==> src/rtl/win_reader.sv <==
// Raster scanner that streams every 3x3 neighbourhood of a frame from a
// three-row-wide frame-store port, one column fetch per accepted window.
module win_reader #(
    parameter int IMG_W = 180,
    parameter int IMG_H = 320,
    parameter int DW    = 9
) (
    input  logic            clk,
    input  logic            rst,
    input  logic            finA,
    output logic [15:0]     a1,
    input  logic [DW-1:0]   M1d1,
    input  logic [DW-1:0]   M1d2,
    input  logic [DW-1:0]   M1d3,
    output logic [9*DW-1:0] win,
    output logic            win_valid,
    input  logic            win_ready,
    output logic [8:0]      win_row,
    output logic [7:0]      win_col,
    output logic            busy,
    output logic            done
);

    typedef enum logic [2:0] {IDLE, PRIME0, PRIME1, RUN, DONE} state_t;

    localparam logic [15:0] ROW_STEP = 16'(IMG_W);
    localparam logic [8:0]  LAST_ROW = 9'(IMG_H - 2);
    localparam logic [7:0]  LAST_COL = 8'(IMG_W - 2);

    state_t            state_q, state_d;
    logic              finA_q, finA_d;
    logic [15:0]       base_q, base_d;
    logic [7:0]        fcol_q, fcol_d;
    logic [9*DW-1:0]   win_q, win_d;
    logic              vld_q, vld_d;
    logic [8:0]        row_q, row_d;
    logic [7:0]        col_q, col_d;
    logic              capture;

    // Drop the leftmost column and append the freshly read column on the right.
    function automatic logic [9*DW-1:0] shift_col(input logic [9*DW-1:0] w,
                                                  input logic [DW-1:0] top,
                                                  input logic [DW-1:0] mid,
                                                  input logic [DW-1:0] bot);
        return {bot, w[8*DW +: DW], w[7*DW +: DW],
                mid, w[5*DW +: DW], w[4*DW +: DW],
                top, w[2*DW +: DW], w[1*DW +: DW]};
    endfunction

    always_comb begin
        state_d = state_q;
        finA_d  = finA;
        base_d  = base_q;
        fcol_d  = fcol_q;
        win_d   = win_q;
        vld_d   = vld_q;
        row_d   = row_q;
        col_d   = col_q;
        capture = 1'b0;

        case (state_q)
            IDLE: begin
                if (finA && !finA_q) begin
                    state_d = PRIME0;
                    base_d  = '0;
                    fcol_d  = '0;
                    row_d   = 9'd1;
                end
            end
            PRIME0: begin
                capture = 1'b1;
                state_d = PRIME1;
            end
            PRIME1: begin
                capture = 1'b1;
                state_d = RUN;
            end
            RUN: begin
                if (!vld_q) begin
                    capture = 1'b1;
                    vld_d   = 1'b1;
                    col_d   = 8'd1;
                end else if (win_ready) begin
                    if (col_q != LAST_COL) begin
                        capture = 1'b1;
                        col_d   = col_q + 8'd1;
                    end else begin
                        // End of a row band: re-prime the next band or finish.
                        vld_d  = 1'b0;
                        fcol_d = '0;
                        if (row_q == LAST_ROW) begin
                            state_d = DONE;
                        end else begin
                            state_d = PRIME0;
                            row_d   = row_q + 9'd1;
                            base_d  = base_q + ROW_STEP;
                        end
                    end
                end
            end
            DONE: begin
                if (!finA) state_d = IDLE;
            end
            default: state_d = IDLE;
        endcase

        if (capture) begin
            win_d  = shift_col(win_q, M1d1, M1d2, M1d3);
            fcol_d = fcol_q + 8'd1;
        end
    end

    always_ff @(posedge clk) begin
        if (rst) begin
            state_q <= IDLE;
            finA_q  <= 1'b1;
            base_q  <= '0;
            fcol_q  <= '0;
            win_q   <= '0;
            vld_q   <= 1'b0;
            row_q   <= '0;
            col_q   <= '0;
        end else begin
            state_q <= state_d;
            finA_q  <= finA_d;
            base_q  <= base_d;
            fcol_q  <= fcol_d;
            win_q   <= win_d;
            vld_q   <= vld_d;
            row_q   <= row_d;
            col_q   <= col_d;
        end
    end

    assign a1        = base_q + {8'd0, fcol_q};
    assign win       = win_q;
    assign win_valid = vld_q;
    assign win_row   = row_q;
    assign win_col   = col_q;
    assign busy      = (state_q == PRIME0) || (state_q == PRIME1) || (state_q == RUN);
    assign done      = (state_q == DONE);

endmodule

==> config.mk <==
export PLATFORM = sky130hd
export DESIGN_NAME = win_reader
export DESIGN_NICKNAME = d
export VERILOG_FILES = /design/src/rtl/win_reader.sv
export SDC_FILE = /design/constraint.sdc
export NUM_CORES = 1
export LEC_CHECK = 0
export CORE_UTILIZATION = 31
export CTS_CLUSTER_SIZE = 8
export DETAILED_ROUTE_END_ITERATION = 7
export GPL_TIMING_DRIVEN = 1
export PLACE_DENSITY = 0.68
export SYNTH_ARGS = -nofsm -noshare
export SYNTH_HDL_FRONTEND = slang
export SYNTH_SLANG_ARGS = --single-unit
export TNS_END_PERCENT = 1
==> constraint.sdc <==
create_clock -name clk -period 2.7 [get_ports clk]
set_input_delay 0.81 -clock clk [delete_from_list [all_inputs] [get_ports clk]]
set_output_delay 0.81 -clock clk [all_outputs]
set_load 0.03 [all_outputs]
# Word-level counts from Yosys, hierarchy flattened
# Index checks and enable logic that the tools add are counted.
[word_totals] ff_bits=127 latchBits=0 mem_bits_rw=0 mem_bits_ro=0 output_inout_bits=117 mem_count=0
[classes] addsub=5 n_mul=0 div=0 order_cmp=0 n_eq_ne=18 n_shift=0 muxes=34 bitwise_logic=0 reduce_logical=12
[ops] op="$mux 16" n=5
[ops] op="$mux 8" n=8
[ops] op="$mux 9" n=5
[ops] op="$pmux 16 s2" n=1
[ops] op="$mux 3" n=6
[ops] op="$pmux 9 s2" n=1
[ops] op="$add 16x8->16" n=1
[ops] op="$add 16x8->16 const B" n=1
[ops] op="$add 8x1->8 const B" n=2
[ops] op="$pmux 8 s2" n=1
[ops] op="$pmux 3 s5" n=1
[ops] op="$ne 2x2->1 const B" n=7
[ops] op="$ne 3x3->1 const B" n=4
[ops] op="$reduce_and 5->1" n=2
[ops] op="$add 9x1->9 const B" n=1
[ops] op="$eq 9x9->1 const B" n=1
[ops] op="$ne 8x8->1 const B" n=1
[ops] op="$eq 3x2->1 const B" n=2
[ops] op="$reduce_and 6->1" n=1
[ops] op="$mux 1" n=5
[ops] op="$eq 3x1->1 const B" n=1
[ops] op="$eq 3x3->1 const B" n=1
[ops] op="$logic_not 3->1" n=1
[ops] op="$reduce_and 3->1" n=1
[ops] op="other kinds (8)" n=9

# Depth between registers and ports, before layout
# Gate-level depths: netlist (run 1).
[logic_depth] ltp_word=7 depth_mapped=10 ltp_nobuf=7

# Least setup slack after synthesis (run 1)
# Ideal clock, no wire load.
[synth_path] kind="flip-flop to output port" from="reg base_q[3]" to="out a1[11]" t_arrival_ps=1874 slack_ps=16 stages_incl_launch_ff=7 path_cell_list="dfxtp_1 > ha_1 > a211oi_1 > nor2_1 > o211a_1 > nand3_1 > xnor2_1"
[synth_between] elab_chain_cells=1
[synth_lines] item="start, declared" line_no="32" rtl="logic [15:0] base_q, base_d;"
[synth_lines] item="start signal, assigned" line_no="126" rtl="base_q <= base_d;"
[synth_lines] item="$add 16x8->16" line_no="135" rtl="assign a1 = base_q + {8'd0, fcol_q};"
[synth_lines] item="end, declared" line_no="11" rtl="output logic [15:0] a1,"
# No other way between the ends.

# Final worst setup path (run 1)
[layout_path] from="reg base_q[5]" to="out a1[9]"
# The elaborated chain is that of the path after synthesis.

==> results of run 1 <==
==> critical path: cells and delay by family (launching register included) <==
family / cells / cell delay (ps)
AOI/OAI and AO/OA: 1 / 270
xor gates and xnor gates: 1 / 120
adders and majority gates: 1 / 200
buffers and inverters: 2 / 320
DFF: 1 / 340
and+or+nand+nor: 1 / 390
==> repair_timing <==
item                       CTS  global route
pin swaps                    2             3
setup endpoints to repair   14            13
buffers inserted             2             1
gates resized for setup     20            19
hold endpoints to repair     0             0
==> where the power goes <==
group	switching (mW)	internal [mW]	total [mW]
clock network	0.827	1.37	2.20
registers	0.258	2.14	2.40
logic	1.90	1.10	3.00
==> stage by stage <==
step	setup slack [ps]	instances	hold WS, ps	setup TNS [ps]	area [um^2]
3_3_place_gp	-217	1015	438	-1980	7110
4_1_cts	-233	1047	451	-1780	7720
3_5_place_dp	-221	1015	443	-1960	7110
6_report	-158	1048	447	-857	7810
5_1_grt	-234	1048	461	-1850	7810
2_1_floorplan	16.2	658	453	0	5260
==> worst min path at each step <==
stage | to | slack, ps | cells past startpoint | from
5_1_grt | win[58]$_SDFFE_PP0P_ | 460 | 2 | win[58]$_SDFFE_PP0P_
3_5_place_dp | win[34]$_SDFFE_PP0P_ | 440 | 2 | win[34]$_SDFFE_PP0P_
2_1_floorplan | fcol_q[7]$_SDFFE_PP0P_ | 450 | 1 | fcol_q[7]$_SDFFE_PP0P_
3_3_place_gp | win[32]$_SDFFE_PP0P_ | 440 | 2 | win[32]$_SDFFE_PP0P_
6_report | win[4]$_SDFFE_PP0P_ | 450 | 2 | win[4]$_SDFFE_PP0P_
4_1_cts | win[7]$_SDFFE_PP0P_ | 450 | 2 | win[7]$_SDFFE_PP0P_
==> cell usage after synthesis (all sizes together) (3+ instances only) <==
| master | number |
|---|---|
| clkbuf | 26 |
| a31oi | 3 |
| or3 | 14 |
| o31ai | 5 |
| a311oi | 6 |
| nand3 | 10 |
| o21ai | 17 |
| xor2 | 10 |
| ha | 12 |
| inv | 8 |
| a21oi | 111 |
| xnor2 | 11 |
| dfxtp | 125 |
| and3 | 8 |
| or2 | 4 |
| nand4 | 5 |
| nand2 | 189 |
| nor3 | 5 |
| nor2b | 3 |
| nor2 | 29 |
| a31o | 3 |
| o211ai | 4 |
| buf | 15 |
| or4 | 6 |
==> per-layer routing <==
metal | global-route usage [%] | up-vias | share of wire [%]
li1 | - | 2568 | -
met1 | 21.1 | 2302 | 46
met2 | 25.8 | 118 | 46
met3 | 7.19 | 11 | 7.2
met4 | 5.36 | 0 | 0.75
met5 | 0 | - | 0
==> layout make-up <==
cell class	count	area [um^2]	share of cell area, %
multi-input combinational	484	2660	34.0
sequential	125	2520	32.2
clock buffer	20	447	5.72
timing repair buffer	181	1770	22.6
inverter	8	30.0	0.385
clock inverter	10	119	1.52
tap	220	275	3.53
==> cell families after synthesis <==
kind of cell / synth area share, %
and+or+nand+nor: 23.1
muxes: 0.214
xor gates and xnor gates: 3.50
buffers and inverters: 3.95
adders and majority gates: 2.85
DFF: 47.6
AOI/OAI and AO/OA: 18.9
==> sequential cells by signal, indices dropped and copies added (netlist names) <==
signal,flops
win_col,8
finA_q,1
win_row,9
win_valid,1
win,81
state_q,3
base_q,14
fcol_q,8
==> summary.md, run 1 <==
| Metric | Value |
|---|---|
| Routed vias/inst | `4.77` |
| Post-layout worst setup margin | `-158 ps` |
| Half-perimeter wire length after detailed placement | `9.51 mm` |
| Area share of the largest cell type after synthesis | `47.6%` |
| Final slew viol count | `0` |
| Number of buffers added by the clock tree synthesis step | `17` |
| Die span in x | `132 um` |
| Unrepaired setup endpoints after global routing | `true` |
| Leading cell types in the layout, fill and taps excluded | `189 x sky130_fd_sc_hd__nand2_1, 131 x sky130_fd_sc_hd__clkdlybuf4s50_1, 118 x sky130_fd_sc_hd__dfxtp_1, 110 x sky130_fd_sc_hd__a21oi_1, 39 x sky130_fd_sc_hd__buf_4` |
| Element type at the critical path end | `primary output` |
| DRT Wirelength | `14.3 mm` |
| Clock sink total | `125` |
| Worst-case register-to-register setup slack | `460 ps` |
| Register bit total from synthesis | `125` |
| Most common cell after layout, fill and taps aside | `sky130_fd_sc_hd__nand2_1` |
| Path depth of the worst reg2reg path | `5` |
| Async set or reset register ratio after synthesis | `0%` |
| Setup crit start kind | `flip-flop` |
| Overflow left after global routing | `0` |
| Initial antenna violation count | `0` |
| Core footprint | `16,600 um^2` |
| Synthesized netlist cell count | `658` |
| Static Leakage | `2.80 nW` |
| Actual transition at the worst max-transition pin | `579 ps` |
| Initial drt markers | `196` |
| Total Die Area | `17,500 um^2` |
| Area growth from synthesis to final layout | `48.4%` |
| Fill cell count | `1,631` |
| Largest net degree at the start of global routing | `55` |
| Number of warning messages in the yosys log | `0` |
| Destination of the critical timing path | `a1[9]` |
| Routed vias | `4,999` |
| Fraction of layout instances using a drive strength above 1 | `13.2%` |
| Via count of the first global-routing pass | `4,696` |
| Maximum root-to-sink buffer count | `2` |
| Row cnt | `47` |
| Layout net count | `860` |
| Remaining number of nets flagged by the antenna check after routing | `0` |
| Power per Cell Area | `973 nW/um^2` |
| Unique masters post-synth | `54` |
| CP Class | `flip-flop to primary output` |
| Synthesized area per cell | `8.00 um^2` |
| Synthesized area | `5260 um^2` |
| Dominant cell type by area after synthesis | `sky130_fd_sc_hd__dfxtp_1` |
| Number of buffer cells added on primary ports | `147` |
| Post-layout minimum cycle time | `2860 ps` |
| Outcome | `finished with violations` |
| Number of hold-slack violations in the final timing report | `0` |
| Critical path peak fanout | `7` |
| List of cells traversed by the critical path | `ha_2, or3_4, o211a_4, buf_4, xor2_1, buf_4` |
| Floorplan die height | `132 um` |
| Ranking of synthesized cells by area | `sky130_fd_sc_hd__dfxtp_1 48%, sky130_fd_sc_hd__nand2_1 13%, sky130_fd_sc_hd__a21oi_1 10%` |
| Worst ir drop on vdd | `0.676 mV` |
| Number of H-tree branching levels | `4` |
| Predominant post-synthesis flop cell | `sky130_fd_sc_hd__dfxtp_1` |
| Routability congestion estimate | `0.753` |
| First-pass GRT wire length | `23.6 mm` |
| Class of the tightest hold or removal check | `flip-flop to flip-flop` |
| PnR Total Power | `7.60 mW` |
| Root Buffer | `sky130_fd_sc_hd__clkbuf_16` |
| Part of the Yosys area used for sequential elements | `47.6%` |
| Initial core utilization | `31.7%` |
| CTS tree | `yes` |
| Worst-Skew Late Latency | `410 ps` |
| Total track usage | `16.8%` |
| Synth Net Count | `701` |
| Antenna diodes | `0` |
| Final clock period utilization by the worst path | `106%` |
| Hold buffer count at cts | `0` |
| Critical Path Most Common Cell | `sky130_fd_sc_hd__buf_4` |
| Detailed-route DRC error count | `0` |
| I/O pins | `148` |
| Violations in the final reports | `setup timing` |
| Reg2Reg Launch Point | `win_col[2]$_SDFFE_PP0P_` |
| Tightest slew margin relative to the limit | `61.4%` |
| Finished Core Util | `47.1%` |
| R2R Path End | `base_q[11]$_SDFFE_PP0P_` |
| Max frequency | `350 MHz` |
| Clock-pin slew on the worst setup and hold paths | `50 ps` |
| Worst setup startpoint | `base_q[5]$_SDFFE_PP0P_` |
| Req. time, crit path | `1890 ps` |
| Max cap viols | `0` |
| Delay of the slowest critical-path stage | `390 ps` |
| Detailed Routing Iterations Pass 1 | `4` |
| Number of enable-type register cells in the synthesized netlist | `0` |
| Signal arrival time at the worst endpoint | `2050 ps` |
| Final-report setup violation count | `9` |
| Average detailed-routed wire length per instance | `13.7 um` |
| Cell with the largest stage delay on the worst path | `sky130_fd_sc_hd__or3_4` |
| Setup clock skew after layout | `10.6 ps` |
Power figures use the tool's default switching activity.
==> run 2: changes to the inputs <==
- CORE_ASPECT_RATIO: default -> 1.5
- CORE_UTILIZATION: 31 -> 40
- PLACE_DENSITY: 0.68 -> 0.81
==> run 2 against run 1 <==
Net effect:
- the run still ends with setup timing left
- highest routed layer unchanged
- combinational power down 3%
- utilization up 13 points
- die area down 22%
- sequential cell count unchanged
- cell count down 5.8%
- fmax down 0.37%
- critical path depth up 2
==> summary.md, run 2 (same netlist as run 1, synthesis figures left out) <==
| Metric | Value |
|---|---|
| Outcome | `finished with violations` |
| Violations in the final reports | `setup timing` |
| Remaining number of nets flagged by the antenna check after routing | `0 (unchanged)` |
| Setup clock skew after layout | `8.59 ps (-2.02 ps)` |
| Static Leakage | `2.85 nW (+2.0%)` |
| Maximum root-to-sink buffer count | `2 (unchanged)` |
| Worst-Skew Late Latency | `410 ps (about the same)` |
| Final slew viol count | `0 (unchanged)` |
| Die span in x | `95.6 um (-28%)` |
| Initial drt markers | `206 (+5.1%)` |
| Hold buffer count at cts | `0 (unchanged)` |
| Clock-pin slew on the worst setup and hold paths | `60 ps (about the same)` |
| Average detailed-routed wire length per instance | `14.0 um (+2.4%)` |
| Floorplan die height | `142 um (+7.7%)` |
| Final clock period utilization by the worst path | `106% (+0.39 points)` |
| Total negative setup slack | `-851 ps (+6.28 ps)` |
| Max cap viols | `0 (unchanged)` |
| Final Cell Area | `7780 um^2 (-0.34%)` |
| Tightest slew margin relative to the limit | `70.1% (+8.7 points)` |
| Worst-case register-to-register setup slack | `400 ps (-60 ps)` |
| Launch point of the worst hold path | `win[28]$_SDFFE_PP0P_` |
| Initial core utilization | `40.8% (+9.1 points)` |
| Reg2Reg Launch Point | `win_col[2]$_SDFFE_PP0P_` |
| Power per Cell Area | `1010 nW/um^2 (+3.7%)` |
| Post-layout minimum cycle time | `2870 ps (+10.7 ps)` |
| CTS tree | `yes` |
| Actual transition at the worst max-transition pin | `446 ps (-133 ps)` |
| Number of H-tree branching levels | `4 (unchanged)` |
| Number of stages on the worst hold path | `2 (unchanged)` |
| Number of hold-slack violations in the final timing report | `0 (unchanged)` |
| Post-layout worst setup margin | `-169 ps (-10.7 ps)` |
| Number of buffer cells added on primary ports | `147 (unchanged)` |
| DRT Wirelength | `13.8 mm (-3.6%)` |
| Number of flip-flops in the largest register | `81 (unchanged)` |
| Routed vias | `5,064 (+1.3%)` |
| I/O pins | `148 (unchanged)` |
| Max frequency | `349 MHz (-0.37%)` |
| CP Class | `flip-flop to primary output` |
| Total track usage | `20.5% (+3.7 points)` |
| R2R Path End | `win[38]$_SDFFE_PP0P_` |
| Element type at the critical path end | `primary output` |
| Total Die Area | `13,600 um^2 (-22%)` |
| Unrepaired setup endpoints after global routing | `true` |
| Overflow left after global routing | `0 (unchanged)` |
| Critical path peak fanout | `5 (-2)` |
| Hold path endpoint | `win[28]$_SDFFE_PP0P_` |
| Worst setup startpoint | `fcol_q[3]$_SDFFE_PP0P_` |
| Root Buffer | `sky130_fd_sc_hd__clkbuf_16` |
| Routability congestion estimate | `0.799 (+6.1%)` |
| Clock sink total | `125 (unchanged)` |
| Antenna diodes | `0 (unchanged)` |
| Half-perimeter wire length after detailed placement | `9.38 mm (-1.4%)` |
| Leading cell types in the layout, fill and taps excluded | `189 x sky130_fd_sc_hd__nand2_1, 132 x sky130_fd_sc_hd__clkdlybuf4s50_1, 116 x sky130_fd_sc_hd__dfxtp_1, 110 x sky130_fd_sc_hd__a21oi_1, 38 x sky130_fd_sc_hd__buf_4` |
| Class of the tightest hold or removal check | `flip-flop to flip-flop` |
| Layout net count | `858 (-0.23%)` |
| Routed vias/inst | `5.13 (+7.6%)` |
| Core footprint | `12,900 um^2 (-22%)` |
| Path depth of the worst reg2reg path | `6 (+1)` |
| Final-report setup violation count | `10 (+1)` |
| Placed standard-cell area | `6990 um^2 (-1.7%)` |
| Initial antenna violation count | `0 (unchanged)` |
| Fraction of layout instances using a drive strength above 1 | `13.9% (+0.72 points)` |
| Row cnt | `51 (+8.5%)` |
| Most common cell after layout, fill and taps aside | `sky130_fd_sc_hd__nand2_1` |
| Setup crit start kind | `flip-flop` |
| Signal arrival time at the worst endpoint | `2060 ps (about the same)` |
| First-pass GRT wire length | `21.9 mm (-6.9%)` |
| Req. time, crit path | `1890 ps (about the same)` |
| Via count of the first global-routing pass | `4,636 (-1.3%)` |
| Worst ir drop on vdd | `1.04 mV (+54%)` |
| Largest net degree at the start of global routing | `95 (+73%)` |
| Number of buffers added by the clock tree synthesis step | `17 (unchanged)` |
| Detailed Routing Iterations Pass 1 | `5 (+1)` |
| Detailed-route DRC error count | `0 (unchanged)` |
| Area growth from synthesis to final layout | `47.9%` |
| WHS | `449 ps (+1.86 ps)` |
run 2: per-stage QoR:
step / util [%] / setup slack (ps) / total power, mW / cells
2_1_floorplan: - / 16.2 / 4.23 / 658
3_3_place_gp: 54.2 / -127 / 5.31 / 952
3_5_place_dp: 54.2 / -161 / 5.32 / 952
4_1_cts: 60.1 / -147 / 7.89 / 987
5_1_grt: 60.4 / -268 / 8.25 / 987
6_report: 60.4 / -169 / 7.85 / 987
run 2: metal layers:
| layer | up-vias | share of wire [%] | wire length [um] | GRT usage, % |
|---|---|---|---|---|
| met1 | 2343 | 40 | 5480 | 21.9 |
| met2 | 128 | 53 | 7320 | 36.3 |
| met5 | - | 0 | 0 | 0 |
| li1 | 2567 | - | - | - |
| met4 | 0 | 2.7 | 370 | 8.88 |
| met3 | 26 | 4.7 | 645 | 6.41 |
run 2: worst max path at each step:
| stage | endpoint | slack, ps | depth (start not counted) |
|---|---|---|---|
| 2_1_floorplan | a1[11] | 20 | 6 |
| 3_3_place_gp | win_row[7]$_SDFFE_PP0P_ | -130 | 7 |
| 3_5_place_dp | win_row[5]$_SDFFE_PP0P_ | -160 | 7 |
| 4_1_cts | a1[11] | -150 | 7 |
| 5_1_grt | a1[7] | -270 | 8 |
| 6_report | a1[7] | -170 | 8 |
run 2: timing repair:
action | CTS | global route
endpoints found under the hold margin | 0 | 0
gates resized for setup | 24 | 12
endpoints found under the setup margin | 14 | 13
setup buffers | 3 | 0
pin swaps | 4 | 5
run 2: layout make-up:
cell class              instances  area, um^2
inverters                       8        30.0
flip-flops and latches        125        2520
fillers                      1098        5110
clock buffers                  17         425
clock inverters                15         234
well taps                     159         199
repair buffers                179        1720
multi-input cells             484        2650
run 2: critical path, cell delays in order (launching register included):
cell                       delay (ps)
sky130_fd_sc_hd__dfxtp_4          370
sky130_fd_sc_hd__ha_4             230
sky130_fd_sc_hd__a211oi_2         240
sky130_fd_sc_hd__nor2_2            80
sky130_fd_sc_hd__buf_4            140
sky130_fd_sc_hd__o21a_1           180
sky130_fd_sc_hd__nor2_2           120
sky130_fd_sc_hd__xnor2_2          130
sky130_fd_sc_hd__buf_6            150
run 2: where the power goes:
group	internal (mW)	switching, mW	total, mW
Clock	1.65	0.883	2.54
Combinational	1.04	1.87	2.92
Sequential	2.14	0.258	2.40
Total	4.84	3.01	7.85
==> run 3: changes to the inputs <==
- ABC_AREA: default -> 1
- CAP_MARGIN: default -> 20
- GPL_TIMING_DRIVEN: 1 -> default
- PLACE_DENSITY: 0.81 -> 0.79
==> run 3 against run 2 <==
Net effect:
- the run still ends with setup timing left
- design area increased by 9.3%
- fmax increased by 2.2%
- clock-buffer cell count rose by 1
- combinational power decreased by 5%
- critical path depth grew 1
- largest power group unchanged
==> summary.md, run 3 <==
| Metric | Value |
|---|---|
| Internal | `4.71 mW (-2.6%)` |
| Row cnt | `54 (+5.9%)` |
| Violations in the final reports | `setup timing` |
| Setup crit start kind | `flip-flop` |
| CP Class | `flip-flop to primary output` |
| Max cap viols | `0 (unchanged)` |
| Ranking of synthesized cells by area | `sky130_fd_sc_hd__dfxtp_1 42%, sky130_fd_sc_hd__nand2_1 14%, sky130_fd_sc_hd__a21oi_1 10%` |
| Worst-case register-to-register setup slack | `740 ps (+340 ps)` |
| Clock-pin slew on the worst setup and hold paths | `60 ps (about the same)` |
| Share of total power in combinational logic | `36.0% (-1.1 points)` |
| CTS tree | `yes` |
| Worst-Skew Late Latency | `420 ps (about the same)` |
| Finished Core Util | `58.8% (-1.5 points)` |
| Delay of the slowest critical-path stage | `340 ps (-30 ps)` |
| Floorplan die height | `151 um (+5.9%)` |
| Setup clock skew after layout | `13.6 ps (+5.03 ps)` |
| DRT Wirelength | `16.5 mm (+20%)` |
| Largest net degree at the start of global routing | `111 (+17%)` |
| Predominant post-synthesis flop cell | `sky130_fd_sc_hd__dfxtp_1` |
| Half-perimeter wire length after detailed placement | `10.9 mm (+16%)` |
| Initial core utilization | `40.9% (+0.053 points)` |
| Actual transition at the worst max-transition pin | `511 ps (+65.6 ps)` |
| Dominant cell type by area after synthesis | `sky130_fd_sc_hd__dfxtp_1` |
| Power share of the clock group | `33.6% (+1.3 points)` |
| Buffers plus inverters on the worst setup path | `2 (unchanged)` |
| Static Leakage | `3.24 nW (+14%)` |
| Number of hold-slack violations in the final timing report | `0 (unchanged)` |
| Family of cells with the greatest summed delay on the critical path | `compound AO/OA/AOI/OAI gates` |
| Synthesized netlist cell count | `828 (+26%)` |
| Worst ir drop on vdd | `0.827 mV (-21%)` |
| Routability congestion estimate | `0.947 (+19%)` |
| Core footprint | `14,500 um^2 (+12%)` |
| Unrepaired setup endpoints after global routing | `true` |
| Post-layout worst setup margin | `-106 ps (+62.7 ps)` |
| Die span in x | `101 um (+5.9%)` |
| Sw Pwr | `2.94 mW (-2.5%)` |
| Post-layout minimum cycle time | `2810 ps (-62.7 ps)` |
| Routed vias/inst | `5.05 (-1.6%)` |
| Average detailed-routed wire length per instance | `13.9 um (-0.63%)` |
| Number of buffer cells added on primary ports | `147 (unchanged)` |
| Final-report setup violation count | `8 (-2)` |
| Sequential Power Share | `30.3% (-0.2 points)` |
| Detailed Routing Iterations Pass 1 | `6 (+1)` |
| Final slew viol count | `0 (unchanged)` |
| Layout net count | `1,024 (+19%)` |
| Critical path peak fanout | `5 (unchanged)` |
| Total Die Area | `15,300 um^2 (+12%)` |
| Signal arrival time at the worst endpoint | `2000 ps (-60 ps)` |
| Clock sink total | `125 (unchanged)` |
| PnR Total Power | `7.65 mW (-2.6%)` |
| List of cells traversed by the critical path | `ha_4, nand2_4, o21ai_4, nand2_2, a21oi_2, buf_6, nor2_2, a21oi_2, buf_6` |
| Class of the tightest hold or removal check | `flip-flop to flip-flop` |
| Async set or reset register ratio after synthesis | `0% (unchanged)` |
| Number of warning messages in the yosys log | `0 (unchanged)` |
| Initial antenna violation count | `0 (unchanged)` |
| Remaining number of nets flagged by the antenna check after routing | `0 (unchanged)` |
| Via count of the first global-routing pass | `5,442 (+17%)` |
| Overflow left after global routing | `0 (unchanged)` |
| Outcome | `finished with violations` |
| Final clock period utilization by the worst path | `104% (-2.3 points)` |
| Synth Net Count | `871 (+24%)` |
| Req. time, crit path | `1890 ps (about the same)` |
| Area share of the largest cell type after synthesis | `42.3% (-5.2 points)` |
| Cell with the largest stage delay on the worst path | `sky130_fd_sc_hd__dfxtp_2` |
| Max frequency | `356 MHz (+2.2%)` |
| Synthesized area per cell | `7.14 um^2 (-11%)` |
| Area growth from synthesis to final layout | `44.0%` |
| First-pass GRT wire length | `25.8 mm (+18%)` |
| Antenna diodes | `0 (unchanged)` |
| Hold buffer count at cts | `0 (unchanged)` |
| Most frequent cells after synthesis | `227 x sky130_fd_sc_hd__nand2_1, 125 x sky130_fd_sc_hd__dfxtp_1, 123 x sky130_fd_sc_hd__a21oi_1, 117 x sky130_fd_sc_hd__nand3_1, 62 x sky130_fd_sc_hd__nor2_1` |
| Number of flip-flops in the largest register | `81 (unchanged)` |
| I/O pins | `148 (unchanged)` |
| Most numerous cell in the Yosys netlist | `sky130_fd_sc_hd__nand2_1` |
| Initial drt markers | `272 (+32%)` |
| Number of enable-type register cells in the synthesized netlist | `0 (unchanged)` |
| Detailed-route DRC error count | `0 (unchanged)` |
| Routed vias | `6,006 (+19%)` |
| Register bit total from synthesis | `125 (unchanged)` |
| Maximum root-to-sink buffer count | `2 (unchanged)` |
| Leading cell types in the layout, fill and taps excluded | `219 x sky130_fd_sc_hd__nand2_1, 131 x sky130_fd_sc_hd__clkdlybuf4s50_1, 118 x sky130_fd_sc_hd__dfxtp_1, 117 x sky130_fd_sc_hd__a21oi_1, 116 x sky130_fd_sc_hd__nand3_1` |
| Number of H-tree branching levels | `4 (unchanged)` |
| Tightest slew margin relative to the limit | `65.9% (-4.2 points)` |
| Part of the Yosys area used for sequential elements | `42.3% (-5.2 points)` |
| Root Buffer | `sky130_fd_sc_hd__clkbuf_16` |
| Unique masters post-synth | `32 (-41%)` |
| Element type at the critical path end | `primary output` |
| Most common cell after layout, fill and taps aside | `sky130_fd_sc_hd__nand2_1` |
| Synthesized area | `5910 um^2 (+12%)` |
| Total track usage | `21.3% (+0.84 points)` |
| Number of buffers added by the clock tree synthesis step | `17 (unchanged)` |
| Power per Cell Area | `900 nW/um^2 (-11%)` |
| Fraction of layout instances using a drive strength above 1 | `12.7% (-1.2 points)` |
| Net Sw Frac | `38.4% (about the same)` |
==> run 3: layout make-up <==
class,count,area (um^2)
multi-input combinational,601,3060
timing repair buffer,183,1830
clock buffer,18,429
tap,196,245
clock inverter,14,234
inverter,53,201
fill,1295,5950
sequential,125,2510
==> run 3: path summary, 6_finish.rpt <==
path,start,end,cells after the start
max reg2reg,win_col[1]$_SDFFE_PP0P_,win[32]$_SDFFE_PP0P_,10
max,base_q[5]$_SDFFE_PP0P_,a1[9],9
min,win[34]$_SDFFE_PP0P_,win[34]$_SDFFE_PP0P_,2
min reg2reg,win[34]$_SDFFE_PP0P_,win[34]$_SDFFE_PP0P_,2
==> run 3: power by group through the flow <==
| stage | clock network, mW | registers (mW) | logic [mW] |
|---|---|---|---|
| finish | 2.57 | 2.32 | 2.76 |
| CTS | 2.61 | 2.32 | 2.78 |
| global placement | 0 | 2.35 | 2.75 |
| floorplan | 0 | 2.76 | 1.48 |
| detailed placement | 0 | 2.35 | 2.76 |
| global route | 2.71 | 2.35 | 2.97 |
==> run 3: cells by family after synthesis <==
| logic type | synth area share, % |
|---|---|
| buffers and inverters | 8.64 |
| adder cells (fa/ha/maj) | 2.54 |
| AND/OR/NAND/NOR | 32.0 |
| AO/OA/AOI/OAI | 12.0 |
| flip-flops | 42.3 |
| XOR/XNOR | 2.52 |
==> run 3: timing repair <==
item / CTS / global route
pin swaps: 1 / 9
endpoints found under the setup margin: 13 / 12
cloned: 0 / 0
gates resized for setup: 20 / 31
buffers inserted: 0 / 1
==> run 3: through the flow <==
stage / hold slack [ps] / cells / cell area (um^2) / worst slack [ps] / TNS (ps)
after detailed placement: 471 / 1157 / 7660 / -191 / -191
after global placement: 467 / 1157 / 7660 / -116 / -116
after CTS: 479 / 1189 / 8370 / -82.4 / -396
after floorplan: 449 / 828 / 5910 / 44.3 / 0
after global routing: 495 / 1190 / 8510 / -205 / -1260
final: 477 / 1190 / 8510 / -106 / -468
==> run 3: routing by layer <==
| metal | up-vias | global-route usage [%] | wire (um) |
|---|---|---|---|
| met4 | 0 | 8.99 | 431 |
| met3 | 33 | 4.29 | 772 |
| met1 | 2778 | 23.5 | 6360 |
| met2 | 178 | 39.3 | 8980 |
| li1 | 3017 | - | - |
| met5 | - | 0 | 0 |
==> run 3: worst min-delay path: stages (launching register included) <==
cell	delay, ps
sky130_fd_sc_hd__dfxtp_1	310
sky130_fd_sc_hd__nand3_1	70
sky130_fd_sc_hd__a21oi_1	50
